File: src/rtl/atm_pkg.sv
// Shared state encoding for the ATM session controller.
package atm_pkg;

  localparam int unsigned STATE_W = 3;

  typedef enum logic [STATE_W-1:0] {
    IDLE      = 3'd0,
    PIN_ENTRY = 3'd1,
    AMT_ENTRY = 3'd2,
    DISPENSE  = 3'd3,
    EJECT     = 3'd4,
    LOCKED    = 3'd5
  } atm_state_e;

endpackage

File: src/rtl/atm_pin_check.sv
// PIN comparator with a saturating wrong-attempt counter and registered error pulse.
module atm_pin_check #(
  parameter int unsigned           PIN_W     = 5,
  parameter logic [PIN_W-1:0]      PIN_CODE  = 5'b11010,
  parameter int unsigned           MAX_TRIES = 3
) (
  input  logic             clk_i,
  input  logic             rst_ni,
  input  logic             clr_i,
  input  logic             check_i,
  input  logic [PIN_W-1:0] pin_i,
  output logic             match_o,
  output logic             err_pulse_o,
  output logic             lockout_o
);

  localparam logic [3:0] MAX_T = 4'(MAX_TRIES);

  logic [3:0] tries_q, tries_d;
  logic       err_q, err_d;

  assign match_o     = (pin_i == PIN_CODE);
  assign err_pulse_o = err_q;
  // Independent of check_i so the caller can use it while deciding to check.
  assign lockout_o   = !match_o && (tries_q >= MAX_T - 4'd1);

  always_comb begin
    tries_d = tries_q;
    err_d   = 1'b0;
    if (clr_i) begin
      tries_d = '0;
    end else if (check_i && !match_o) begin
      err_d = 1'b1;
      if (tries_q < MAX_T) tries_d = tries_q + 4'd1;
    end
  end

  always_ff @(posedge clk_i) begin
    if (!rst_ni) begin
      tries_q <= '0;
      err_q   <= 1'b0;
    end else begin
      tries_q <= tries_d;
      err_q   <= err_d;
    end
  end

endmodule

File: src/rtl/atm_ctrl_fsm.sv
// ATM session controller: card, PIN, amount, dispense, eject, with lockout.
// Optional daily withdrawal cap enabled by defining ATM_DAILY_LIMIT_EN.
module atm_ctrl_fsm
  import atm_pkg::*;
#(
  parameter int unsigned      PIN_W       = 5,
  parameter logic [PIN_W-1:0] PIN_CODE    = 5'b11010,
  parameter int unsigned      AMT_W       = 8,
  parameter int unsigned      BAL_W       = 16,
  parameter int unsigned      INIT_BAL    = 1000,
  parameter int unsigned      MAX_TRIES   = 3,
  parameter int unsigned      DAILY_LIMIT = 500
) (
  input  logic               clk,
  input  logic               reset,
  input  logic               card_in,
  input  logic [PIN_W-1:0]   pin,
  input  logic               pin_valid,
  input  logic [AMT_W-1:0]   amount,
  input  logic               amt_valid,
  input  logic               cancel,
  input  logic               unlock,
  input  logic               day_clr,
  output logic [STATE_W-1:0] state,
  output logic               pin_err,
  output logic               amt_err,
  output logic               insufficient,
  output logic               limit_err,
  output logic               dispense,
  output logic [AMT_W-1:0]   dispense_amt,
  output logic               card_eject,
  output logic               locked,
  output logic [BAL_W-1:0]   balance
);

  atm_state_e       state_q, state_d;
  logic [BAL_W-1:0] bal_q, bal_d;
  logic [AMT_W-1:0] amt_q, amt_d;
  logic             amt_err_q, amt_err_d;
  logic             insuf_q, insuf_d;
  logic             lim_q, lim_d;
  logic             disp_q, eject_q, locked_q;
  logic             pin_clr, pin_chk, pin_match, pin_lockout;
  logic             over_limit;
  logic [BAL_W-1:0] req_ext, amt_ext;

  assign req_ext = BAL_W'(amount);
  assign amt_ext = BAL_W'(amt_q);

  atm_pin_check #(
    .PIN_W    (PIN_W),
    .PIN_CODE (PIN_CODE),
    .MAX_TRIES(MAX_TRIES)
  ) u_pin_check (
    .clk_i      (clk),
    .rst_ni     (reset),
    .clr_i      (pin_clr),
    .check_i    (pin_chk),
    .pin_i      (pin),
    .match_o    (pin_match),
    .err_pulse_o(pin_err),
    .lockout_o  (pin_lockout)
  );

`ifdef ATM_DAILY_LIMIT_EN
  localparam logic [BAL_W:0] LIMIT = (BAL_W+1)'(DAILY_LIMIT);
  logic [BAL_W-1:0] acc_q, acc_d;

  assign over_limit = ({1'b0, acc_q} + {1'b0, req_ext}) > LIMIT;

  // A same-cycle clear and dispense leaves only the new dispense counted.
  always_comb begin
    acc_d = acc_q;
    if (day_clr)                 acc_d = (state_q == DISPENSE) ? amt_ext : '0;
    else if (state_q == DISPENSE) acc_d = acc_q + amt_ext;
  end

  always_ff @(posedge clk) begin
    if (!reset) acc_q <= '0;
    else        acc_q <= acc_d;
  end
`else
  logic unused_cfg;
  assign over_limit = 1'b0;
  assign unused_cfg = ^{day_clr, BAL_W'(DAILY_LIMIT)};
`endif

  always_comb begin
    state_d   = state_q;
    bal_d     = bal_q;
    amt_d     = amt_q;
    amt_err_d = 1'b0;
    insuf_d   = 1'b0;
    lim_d     = 1'b0;
    pin_clr   = 1'b0;
    pin_chk   = 1'b0;
    case (state_q)
      IDLE: if (card_in) begin
        state_d = PIN_ENTRY;
        pin_clr = 1'b1;
      end
      PIN_ENTRY: begin
        if (cancel) begin
          state_d = EJECT;
        end else if (pin_valid) begin
          pin_chk = 1'b1;
          if (pin_match)        state_d = AMT_ENTRY;
          else if (pin_lockout) state_d = LOCKED;
        end
      end
      AMT_ENTRY: begin
        if (cancel) begin
          state_d = EJECT;
        end else if (amt_valid) begin
          if (amount == '0)         amt_err_d = 1'b1;
          else if (req_ext > bal_q) insuf_d   = 1'b1;
          else if (over_limit)      lim_d     = 1'b1;
          else begin
            amt_d   = amount;
            state_d = DISPENSE;
          end
        end
      end
      DISPENSE: begin
        bal_d   = bal_q - amt_ext;
        state_d = EJECT;
      end
      EJECT:  state_d = IDLE;
      LOCKED: if (unlock) begin
        state_d = IDLE;
        pin_clr = 1'b1;
      end
      default: state_d = IDLE;
    endcase
  end

  always_ff @(posedge clk) begin
    if (!reset) begin
      state_q   <= IDLE;
      bal_q     <= BAL_W'(INIT_BAL);
      amt_q     <= '0;
      amt_err_q <= 1'b0;
      insuf_q   <= 1'b0;
      lim_q     <= 1'b0;
      disp_q    <= 1'b0;
      eject_q   <= 1'b0;
      locked_q  <= 1'b0;
    end else begin
      state_q   <= state_d;
      bal_q     <= bal_d;
      amt_q     <= amt_d;
      amt_err_q <= amt_err_d;
      insuf_q   <= insuf_d;
      lim_q     <= lim_d;
      disp_q    <= (state_d == DISPENSE);
      eject_q   <= (state_d == EJECT);
      locked_q  <= (state_d == LOCKED);
    end
  end

  assign state        = state_q;
  assign balance      = bal_q;
  assign dispense_amt = amt_q;
  assign amt_err      = amt_err_q;
  assign insufficient = insuf_q;
  assign limit_err    = lim_q;
  assign dispense     = disp_q;
  assign card_eject   = eject_q;
  assign locked       = locked_q;

endmodule
File: config.mk
export PLATFORM = sky130hd
export DESIGN_NAME = atm_ctrl_fsm
export DESIGN_NICKNAME = d
export VERILOG_FILES = /design/src/rtl/atm_pkg.sv /design/src/rtl/atm_pin_check.sv /design/src/rtl/atm_ctrl_fsm.sv
export SDC_FILE = /design/constraint.sdc
export NUM_CORES = 1
export LEC_CHECK = 0
export CORE_ASPECT_RATIO = 1.5
export CORE_UTILIZATION = 50
export CTS_BUF_LIST = sky130_fd_sc_hd__clkbuf_8
export DETAILED_ROUTE_END_ITERATION = 7
export PLACE_DENSITY = 0.81
export SLEW_MARGIN = 10
export SYNTH_ARGS = -nofsm -noshare
export SYNTH_HDL_FRONTEND = slang
export SYNTH_HIERARCHICAL = 1
export SYNTH_SLANG_ARGS = --single-unit
File: constraint.sdc
create_clock -name clk -period 2.9 [get_ports clk]
set_input_delay 0.58 -clock clk [delete_from_list [all_inputs] [get_ports clk]]
set_output_delay 0.58 -clock clk [all_outputs]
set_load 0.02 [all_outputs]
==> impl_results.md <==
- Tmin final: 2550 ps
- Critical path capture point type: flip-flop
- Number of diodes: 0
- Average cell area after synthesis: 8.32 µm²
- CP Launch Type: input pin
- Total Nets Final: 359
- Core Footprint: 4250 µm²
- Post-place setup slack: 60.0 ps
- Period utilisation layout: 87.8%
- Clock root cell: sky130_fd_sc_hd__clkbuf_8
- Post-synthesis instance total: 268
- Residual DRC: 0
- CP Class: input pin to flip-flop
- Fillcell total: 363
- Netlist cell types: 52
- Worst Slack Setup Final: 353 ps
- Class of the most critical hold timing path: flip-flop to flip-flop
- Max VDD drop: 0.000417 V
- Remaining global-route overflow: 0
- Reg2reg end: dispense_amt[2]
- Setup repair after global routing missed its margin: false
- Synthesized Nets: 308
- Total number of H-tree levels: 2
- Flip-flop and latch count after synthesis: 37
- Transition time of the tightest slew-check pin: 683 ps
- Cell depth of the worst min-delay path: 2
- Relative slew slack: 54.2%
- Arr. time, crit path: 2770 ps
- Post-Place Cell Area: 2780 µm²
- Count of cells resized by post-cts repair: 0
- Final WL: 5410 µm
- Cell internal power dissipation: 0.901 mW
- Util after Layout: 68.7%
- Register Area: 741 µm²
- Endpoints failing hold: 0
- Initial antenna violation count: 0
- Async S/R FF share, synth: 0%
- Count of final max-slew check failures: 0
- Power density over cell area: 393 nW/µm²
- CTS sink count: 37
- Logic pwr share: 7.6%
- Max Buffers Root-to-Sink: 2
- Buffer count from post-CTS setup fixing: 0
- Highest-count cells in the layout ignoring fill and taps: sky130_fd_sc_hd__clkdlybuf4s50_1 (52), sky130_fd_sc_hd__dfxtp_1 (37), sky130_fd_sc_hd__nand2_1 (31), sky130_fd_sc_hd__inv_1 (23), sky130_fd_sc_hd__ha_1 (18)
- Switching power: 0.245 mW
- Outcome: complete, no violations
- Clock latency of the later-clocked register in the worst-skew pair: 300 ps
- EDFF count, synth: 0
- Cell row count: 29
- Sequential share of power: 44.9%
- Synth-to-layout area growth: 30.9%
- Number of global-route vias before repair: 1934
- Warning count from the yosys run: 6
- Width of the die: 56.5 µm
- Synth Flop Type: sky130_fd_sc_hd__dfxtp_1
- Average wire length per cell after detail routing: 14.8 µm
- Layout Skew: 8.11 ps
- Switching power share of the total: 21.4%
- Post-route cell area: 2920 µm²
- Ports placed on the boundary: 55
- Area of the multi-input gates: 1350 µm²
- Portion of the post-synthesis area used by sequential elements: 33.2%
- Wire length of the first global-routing pass: 8850 µm
- Static Leakage: 1.12 nW
- Launching point of the worst reg2reg path: balance[1]
- Required time worst endpoint: 3120 ps
- Hold Worst Slack: 482 ps
- Largest net degree at the start of global routing: 27
- Most common cell after layout, fill and taps aside: sky130_fd_sc_hd__clkdlybuf4s50_1
- Netlist area before placement: 2230 µm²
- Hold buffer count at CTS: 0
- Avg Vias per Cell: 5.77
- DR iter-0 viols: 61
- Final RePlAce weighted congestion: 0.885
- Highest fanout seen on the critical path: 7
- Maximum operating frequency: 393 MHz
- Depth of the most critical reg-to-reg path: 8
- Number of clock buffers inserted by TritonCTS: 5
- Die height: 83.8 µm
- End point of the worst hold path: dispense_amt[0]
- Post-detail-place hpwl: 3990 µm
- Via count: 2110
- TritonCTS clock tree: done
- Clock slew at reported path FFs: 80 ps
- Total global routing track utilization: 23.9%
- Start point of the worst min-delay path: dispense_amt[0]
- Number of failing setup endpoints in the final timing report: 0
- Pre-Repair DR Iteration Count: 4
- Worst reg2reg setup slack: 640 ps
- Clock network fraction of total power: 47.5%
- Max-Cap Viols: 0
- Proportion of layout cells with a drive suffix above 1: 7.19%
- Remaining antenna violation count after routing: 0
- Summed negative setup slack over all endpoints: 0 ps
- Starting density of the core: 52.5%
- Die Area: 4740 µm²
- IO buf count: 52
[critical path, cell delays in order]
cell	delay, ps
sky130_fd_sc_hd__clkdlybuf4s50_1	500
sky130_fd_sc_hd__inv_1	50
sky130_fd_sc_hd__ha_1	270
sky130_fd_sc_hd__nand4_1	120
sky130_fd_sc_hd__or2_2	320
sky130_fd_sc_hd__a311o_1	300
sky130_fd_sc_hd__a31oi_1	190
sky130_fd_sc_hd__buf_4	230
sky130_fd_sc_hd__mux2i_1	200
[power by group through the flow]
| stage | clock [mW] | combinational [mW] | sequential [mW] |
|---|---|---|---|
| 2_1_floorplan | 0 | 0.0398 | 0.528 |
| 3_3_place_gp | 0 | 0.0850 | 0.526 |
| 3_5_place_dp | 0 | 0.0864 | 0.526 |
| 4_1_cts | 0.548 | 0.0870 | 0.514 |
| 5_1_grt | 0.572 | 0.0944 | 0.515 |
| 6_report | 0.544 | 0.0872 | 0.515 |
[synthesized netlist by cell type, types with 2 or more instances]
| cell | instances | share of area, % |
|---|---|---|
| sky130_fd_sc_hd__o311ai_0 | 2 | 0.79 |
| sky130_fd_sc_hd__o21a_1 | 9 | 3.0 |
| sky130_fd_sc_hd__or4_1 | 3 | 1.0 |
| sky130_fd_sc_hd__a31oi_1 | 3 | 0.84 |
| sky130_fd_sc_hd__nor4_1 | 7 | 2.0 |
| sky130_fd_sc_hd__nand2_1 | 31 | 5.2 |
| sky130_fd_sc_hd__o21ai_0 | 10 | 2.2 |
| sky130_fd_sc_hd__inv_1 | 23 | 3.9 |
| sky130_fd_sc_hd__a21oi_1 | 15 | 3.4 |
| sky130_fd_sc_hd__o31ai_1 | 3 | 1.0 |
| sky130_fd_sc_hd__nor3_1 | 5 | 1.1 |
| sky130_fd_sc_hd__or2_2 | 2 | 0.56 |
| sky130_fd_sc_hd__xnor2_1 | 3 | 1.2 |
| sky130_fd_sc_hd__nand3_1 | 5 | 1.1 |
| sky130_fd_sc_hd__nor2b_1 | 6 | 1.7 |
| sky130_fd_sc_hd__a211oi_1 | 6 | 2.0 |
| sky130_fd_sc_hd__nand2b_1 | 6 | 1.7 |
| sky130_fd_sc_hd__and2_1 | 2 | 0.56 |
| sky130_fd_sc_hd__nor2_1 | 16 | 2.7 |
| sky130_fd_sc_hd__ha_1 | 18 | 10 |
| sky130_fd_sc_hd__dfxtp_1 | 37 | 33 |
| sky130_fd_sc_hd__or3_1 | 5 | 1.4 |
| sky130_fd_sc_hd__nand4_1 | 4 | 1.1 |
| sky130_fd_sc_hd__mux2i_1 | 11 | 4.9 |
| sky130_fd_sc_hd__clkbuf_1 | 9 | 1.5 |
[worst max-delay path by stage]
stage,startpoint,endpoint,slack (ps),cells past startpoint
2_1_floorplan,amount[3],dispense_amt[0],610,7
3_3_place_gp,amount[0],dispense_amt[2],120,9
3_5_place_dp,amount[0],dispense_amt[2],60,9
4_1_cts,amount[0],dispense_amt[2],360,9
5_1_grt,amount[0],dispense_amt[3],210,9
6_report,amount[0],dispense_amt[2],350,9
[kinds of logic after synthesis]
kind of cell             synth area share, %
buffers and inverters                   6.45
other                                  0.168
multiplexers                            4.94
flip-flops                              33.2
XOR/XNOR                                1.18
AO/OA/AOI/OAI                           17.2
adder cells (fa/ha/maj)                 11.0
AND/OR/NAND/NOR                         25.9
[registers in the layout, indices dropped and copies added (netlist names)]
name,cells
u_pin_check/err_pulse_o,1
card_eject,1
insufficient,1
dispense_amt,8
balance,16
state,3
amt_err,1
locked,1
u_pin_check/tries_q,4
dispense,1
[metal layers]
metal / vias up / wire length [µm] / global-route usage [%]
met3: 11 / 213 / 5.27
met2: 62 / 2840 / 42.6
li1: 1056 / - / -
met1: 981 / 2230 / 27.1
met4: 0 / 127 / 9.09
met5: - / 0 / 0
[final cells by class]
| type | instances | area share [%] |
|---|---|---|
| tap | 46 | 1.97 |
| clock inverter | 3 | 2.36 |
| sequential | 37 | 25.4 |
| clock buffer | 5 | 2.36 |
| timing repair buffer | 56 | 18.9 |
| inverter | 23 | 2.96 |
| multi-input combinational | 196 | 46.1 |
[per-stage QoR]
step	total power, mW	instances
after detailed placement	0.613	358
after global placement	0.611	358
final	1.15	366
after CTS	1.15	366
after global routing	1.18	366
after floorplan	0.568	268
Power figures use the tool's default switching activity.
